`config.mk`:
```
export PLATFORM = sky130hd
export DESIGN_NAME = id_scoreboard
export DESIGN_NICKNAME = d
export VERILOG_FILES = /design/src/rtl/id_scoreboard.sv
export SDC_FILE = /design/constraint.sdc
export NUM_CORES = 1
export LEC_CHECK = 0
export CORE_MARGIN = 4
export CORE_UTILIZATION = 60
export CTS_CLUSTER_SIZE = 30
export DETAILED_ROUTE_END_ITERATION = 16
export GPL_ROUTABILITY_DRIVEN = 0
export PLACE_DENSITY = 0.89
export REMOVE_ABC_BUFFERS = 1
export SETUP_SLACK_MARGIN = 0.02
export SLEW_MARGIN = 20
export SYNTH_ARGS = -nofsm -noshare
export SYNTH_HDL_FRONTEND = slang
export SYNTH_SLANG_ARGS = --single-unit
```
`constraint.sdc`:
```
create_clock -name cpu_clk_50M -period 7.95 [get_ports cpu_clk_50M]
set_clock_uncertainty 0.1 [all_clocks]
set_input_delay 1.59 -clock cpu_clk_50M [delete_from_list [all_inputs] [get_ports cpu_clk_50M]]
set_output_delay 1.59 -clock cpu_clk_50M [all_outputs]
set_load 0.02 [all_outputs]
```
`src/rtl/id_scoreboard.sv`:
```
// -----------------------------------------------------------------------------
// id_scoreboard
//
// Purpose:
//   Per-register latency scoreboard for the decode stage. Every in-flight
//   register write is tracked by a countdown of the cycles left until its
//   result reaches a forwarding bus. Decode is stalled on RAW hazards (a
//   source is still counting) and on WAW hazards (an older write to the same
//   destination would complete at or after the new one). All tracking freezes
//   while the downstream pipeline holds.
//
// Optional feature:
//   SCOREBOARD_STATS_EN - adds saturating 32-bit RAW/WAW stall counters
//   (stat_raw_stalls, stat_waw_stalls) and a synchronous clear (stat_clr).
//
// Ports:
//   cpu_clk_50M     in   core clock, all state updates on the rising edge
//   cpu_rst         in   synchronous active-high reset, clears all tracking
//   issue_valid     in   decode holds a valid instruction
//   issue_rs        in   source 1 register      issue_rs_used in  source 1 read
//   issue_rt        in   source 2 register      issue_rt_used in  source 2 read
//   issue_rfwe      in   instruction writes a register
//   issue_rfwa      in   destination register
//   issue_lat       in   cycles until the result is forwardable
//   pipe_hold       in   downstream stall, in-flight pipeline frozen
//   id_stop         out  decode must stall this cycle
//   issue_fire      out  instruction accepted this cycle
//   rs_pending      out  remaining count of issue_rs
//   rt_pending      out  remaining count of issue_rt
//   busy_vec        out  bit r set while register r has a write in flight
//   stat_clr        in   (stats build only) clear both stall counters
//   stat_raw_stalls out  (stats build only) cycles stalled on RAW
//   stat_waw_stalls out  (stats build only) cycles stalled on WAW
// -----------------------------------------------------------------------------
module id_scoreboard #(
  parameter int NREG    = 32,
  parameter int AW      = 5,
  parameter int MAX_LAT = 4,
  localparam int LAT_W  = $clog2(MAX_LAT + 1)
) (
  input  logic             cpu_clk_50M,
  input  logic             cpu_rst,
`ifdef SCOREBOARD_STATS_EN
  input  logic             stat_clr,
  output logic [31:0]      stat_raw_stalls,
  output logic [31:0]      stat_waw_stalls,
`endif
  input  logic             issue_valid,
  input  logic [AW-1:0]    issue_rs,
  input  logic             issue_rs_used,
  input  logic [AW-1:0]    issue_rt,
  input  logic             issue_rt_used,
  input  logic             issue_rfwe,
  input  logic [AW-1:0]    issue_rfwa,
  input  logic [LAT_W-1:0] issue_lat,
  input  logic             pipe_hold,
  output logic             id_stop,
  output logic             issue_fire,
  output logic [LAT_W-1:0] rs_pending,
  output logic [LAT_W-1:0] rt_pending,
  output logic [NREG-1:0]  busy_vec
);

  localparam logic [LAT_W-1:0] MAX_LAT_C = LAT_W'(MAX_LAT);

  // Current countdown of every register, register 0 tied to zero.
  logic [LAT_W-1:0] w_cnt [NREG];

  logic [LAT_W-1:0] w_eff_lat;
  logic             w_wr_tracked;
  logic             w_raw;
  logic             w_waw;
  logic             w_stop;
  logic             w_fire;

  // Latencies above MAX_LAT are clamped; a latency of 0 means nothing is
  // tracked for this write.
  assign w_eff_lat    = (issue_lat > MAX_LAT_C) ? MAX_LAT_C : issue_lat;
  assign w_wr_tracked = issue_rfwe && (issue_rfwa != '0) && (w_eff_lat != '0);

  assign w_raw = (issue_rs_used && (issue_rs != '0) && (w_cnt[issue_rs] != '0)) ||
                 (issue_rt_used && (issue_rt != '0) && (w_cnt[issue_rt] != '0));

  // An older write still counting at or above the new latency would land
  // after the younger one and overwrite the newer value.
  assign w_waw = w_wr_tracked && (w_cnt[issue_rfwa] >= w_eff_lat);

  assign w_stop = issue_valid && (w_raw || w_waw || pipe_hold);
  assign w_fire = issue_valid && !w_stop;

  assign id_stop    = w_stop;
  assign issue_fire = w_fire;
  assign rs_pending = w_cnt[issue_rs];
  assign rt_pending = w_cnt[issue_rt];

  generate
    for (genvar gi = 0; gi < NREG; gi++) begin : g_reg
      if (gi == 0) begin : g_zero
        assign w_cnt[gi]    = '0;
        assign busy_vec[gi] = 1'b0;
      end else begin : g_track
        logic [LAT_W-1:0] r_cnt;
        logic             w_load;

        assign w_load = w_fire && w_wr_tracked && (issue_rfwa == AW'(gi));

        always_ff @(posedge cpu_clk_50M) begin
          if (cpu_rst) begin
            r_cnt <= '0;
          end else if (!pipe_hold) begin
            // A new issue overrides the decrement of an older write.
            if (w_load) begin
              r_cnt <= w_eff_lat;
            end else if (r_cnt != '0) begin
              r_cnt <= r_cnt - 1'b1;
            end
          end
        end

        assign w_cnt[gi]    = r_cnt;
        assign busy_vec[gi] = (r_cnt != '0);
      end
    end
  endgenerate

`ifdef SCOREBOARD_STATS_EN
  logic [31:0] r_raw_stalls;
  logic [31:0] r_waw_stalls;

  always_ff @(posedge cpu_clk_50M) begin
    if (cpu_rst || stat_clr) begin
      r_raw_stalls <= '0;
      r_waw_stalls <= '0;
    end else if (issue_valid && !pipe_hold) begin
      if (w_raw && (r_raw_stalls != 32'hFFFF_FFFF)) begin
        r_raw_stalls <= r_raw_stalls + 32'd1;
      end
      if (w_waw && (r_waw_stalls != 32'hFFFF_FFFF)) begin
        r_waw_stalls <= r_waw_stalls + 32'd1;
      end
    end
  end

  assign stat_raw_stalls = r_raw_stalls;
  assign stat_waw_stalls = r_waw_stalls;
`endif

endmodule

```
==> qor.txt <==
outcome - finished clean
startpoint types - input pin
PwrDens - 262 nW/um^2
Setup TNS Final - 0 ps
DP Wirelength - 22100 um
Async SR Flop Fraction - 0
Synth warnings - 0
mux contribution to synthesized area - 0.178
fmax - 138 MHz
Largest Register - g.g_track.r_cnt
final worst setup slack - 709 ps
CTS tree - yes
final std cells w/o fill - 1364
I/O pin cnt - 65
vias in the first global route - 9327
final slew viol count - 0
# hold bufs at CTS - 0
Worst Max-Slew Pin Slew - 1090 ps
CTS resizes - 0
Synth Area per Inst - 8.24 sq um
required time of the critical path - 6260 ps
max FFs per register - 93
width of the chip - 134 um
number of synthesized flops with an enable pin - 0
Worst Hold Slack - 417 ps
# diodes - 0
remaining antenna violation count - 0
biggest regs - g.g_track.r_cnt x93
Critical Path Fanout Max - 36
starting DRC count in detailed routing - 1727
Port Buf Inserts - 63
Synth cell types - 70
H-Tree Depth - 3
Final Hold Viols - 0
complex-gate fraction of the synthesized area - 0.256
Max Buffers Root-to-Sink - 2
Seq/Total Area, Yosys - 0.196
Area after DPL - 10100 sq um
root buffer cell - clkbuf_16
Synth Area in Simple Gates - 0.206
Setup Fix Bufs, Post-CTS - 0
Peak supply drop - 0.266 mV
Cell Rows - 45
grt ovf - 0
Total Die Area - 17900 sq um
Crit-path slowest cell - buf_2
Synth area leader - dfxtp_1
FF+latch count, synth - 93
slew margin rel. - 0.269
most common cell after layout, fill and taps aside - dfxtp_1
residual DRC count - 0
Vias/cell - 7.33
Period Utilization, post-route - 0.911
critical path class - in2out
XOR/XNOR Fraction of Synth Area - 0
Initial Util - 0.619
clock sinks - 93
worst skew pair latency - 370 ps
Area Growth Syn to Fin - 9.70%
largest net degree at the start of global routing - 61
TritonRoute pass-1 iters - 6
Mapped Cells - 1155
Chip Height - 134 um
Synth Area in Adders - 0.0855
CP Data Arrival Time - 5550 ps
Num CTS Buffers - 9
Max Cap Viol - 0
Crit. End Element - primary output
Worst path max stage delay - 680 ps
Core ar. - 15400 sq um
Static Leakage - 3.75 nW
Placed Cells - 1349
RSZ-0062 raised after global routing - no
Hold WC Path Type - reg2reg
crit-path leading delay family - multiplexers
share of cells above drive strength 1 - 0.114
CP bufs+invs - 2
DR WL/cell - 23.1 um
Finish-stage setup viols - 0
top area cells in the synthesized netlist - dfxtp_1, mux4_2, ha_1
most frequent cells in the layout - dfxtp_1, nand2_1, inv_1
initial antenna violation count - 0
Nets - 1239
crit-path cells - buf_2, mux4_2, mux4_2, mux2_2, ha_1, a21o_1, a21o_1, a21oi_1, nand3_2, nor2_1, clkdlybuf4s50_1
top_reg_cell synth - dfxtp_1
finished layout cell area - 10400 sq um
Yosys top cell area share - 0.196
first-pass GRT wire length - 49900 um
main combinational cell family by area after synthesis - compound AO/OA/AOI/OAI gates
Min Clock Period, post-route - 7240 ps
wirelength, routed - 31400 um
mapped cell area - 9510 sq um
Tot GR Track Use - 0.347
Place WS - 829 ps
total number of vias - 9995
Clk pin slew, worst setup/hold paths - 70 ps
## routing by layer
metal | GRT usage | vias up | wire length [um]
met5 | 0 | - | 0
met3 | 0.105 | 175 | 4480
met2 | 0.520 | 798 | 13700
met1 | 0.447 | 4654 | 11500
met4 | 0.191 | 0 | 1740
li1 | - | 4368 | -
## kinds of logic after synthesis
| kind of cell | after synthesis |
|---|---|
| adders and majority gates | 65 |
| muxes | 110 |
| other | 1 |
| buffers and inverters | 179 |
| and+or+nand+nor | 372 |
| DFF | 93 |
| AOI/OAI and AO/OA | 335 |
## stage by stage
stage           util  power (W)
2_1_floorplan      -    0.00167
3_3_place_gp   0.657    0.00214
3_5_place_dp   0.657    0.00219
4_1_cts        0.679    0.00270
5_1_grt        0.679    0.00290
6_report       0.679    0.00274
## worst paths after layout
| check | startpoint | to | slack, ps | cells past startpoint |
|---|---|---|---|---|
| setup / recovery | issue_rfwa[0] | issue_fire | 710 | 11 |
| hold / removal | g_reg[3].g_track.r_cnt[0]$_SDFFE_PP0P_ | g_reg[3].g_track.r_cnt[0]$_SDFFE_PP0P_ | 420 | 2 |
| setup reg to reg | g_reg[11].g_track.r_cnt[1]$_SDFFE_PP0P_ | g_reg[27].g_track.r_cnt[0]$_SDFFE_PP0P_ | 3560 | 12 |
| hold reg to reg | g_reg[3].g_track.r_cnt[0]$_SDFFE_PP0P_ | g_reg[3].g_track.r_cnt[0]$_SDFFE_PP0P_ | 420 | 2 |
## power breakdown
| part | switching [W] | leakage (nW) | internal, W | total (W) |
|---|---|---|---|---|
| clock | 0.000199 | 0.161 | 0.000300 | 0.000499 |
| combinational | 0.000806 | 2.83 | 0.000655 | 0.00146 |
| sequential | 0.000202 | 0.757 | 0.000573 | 0.000776 |
## worst reg2reg max path: stages (launching register included)
cell and delay [ps]:
dfxtp_1 380, mux4_2 500, mux4_2 490, mux2_2 280, ha_1 290, a21o_1 160
a21o_1 160, a21oi_1 250, nand3_2 130, buf_4 320, or2_2 620, or3_1 400
a22o_1 200
## synth_stat cells (9+ instances only)
master,number
nor3_2,9
a21oi_1,63
nor2b_1,28
buf_1,10
clkbuf_1,57
mux2_2,14
a211oi_1,53
nor4b_1,13
dfxtp_1,93
nand3_1,20
nor3_1,46
nand2_1,84
o21ai_0,24
mux2i_1,49
nor2_1,80
mux4_2,38
ha_1,65
nand2b_1,25
o211ai_1,11
a22oi_1,13
a31oi_1,54
buf_2,19
or3_1,29
o31ai_1,9
inv_1,83
a21boi_0,23
## final cells by class
| type | count | area, sq um |
|---|---|---|
| clock buffers | 12 | 267 |
| clock inverters | 3 | 67.6 |
| fillers | 1186 | 4940 |
| inverters | 83 | 312 |
| multi-input cells | 883 | 6930 |
| flip-flops and latches | 93 | 1860 |
| well taps | 211 | 264 |
| repair buffers | 79 | 736 |
(Power assumes the default switching activity.)
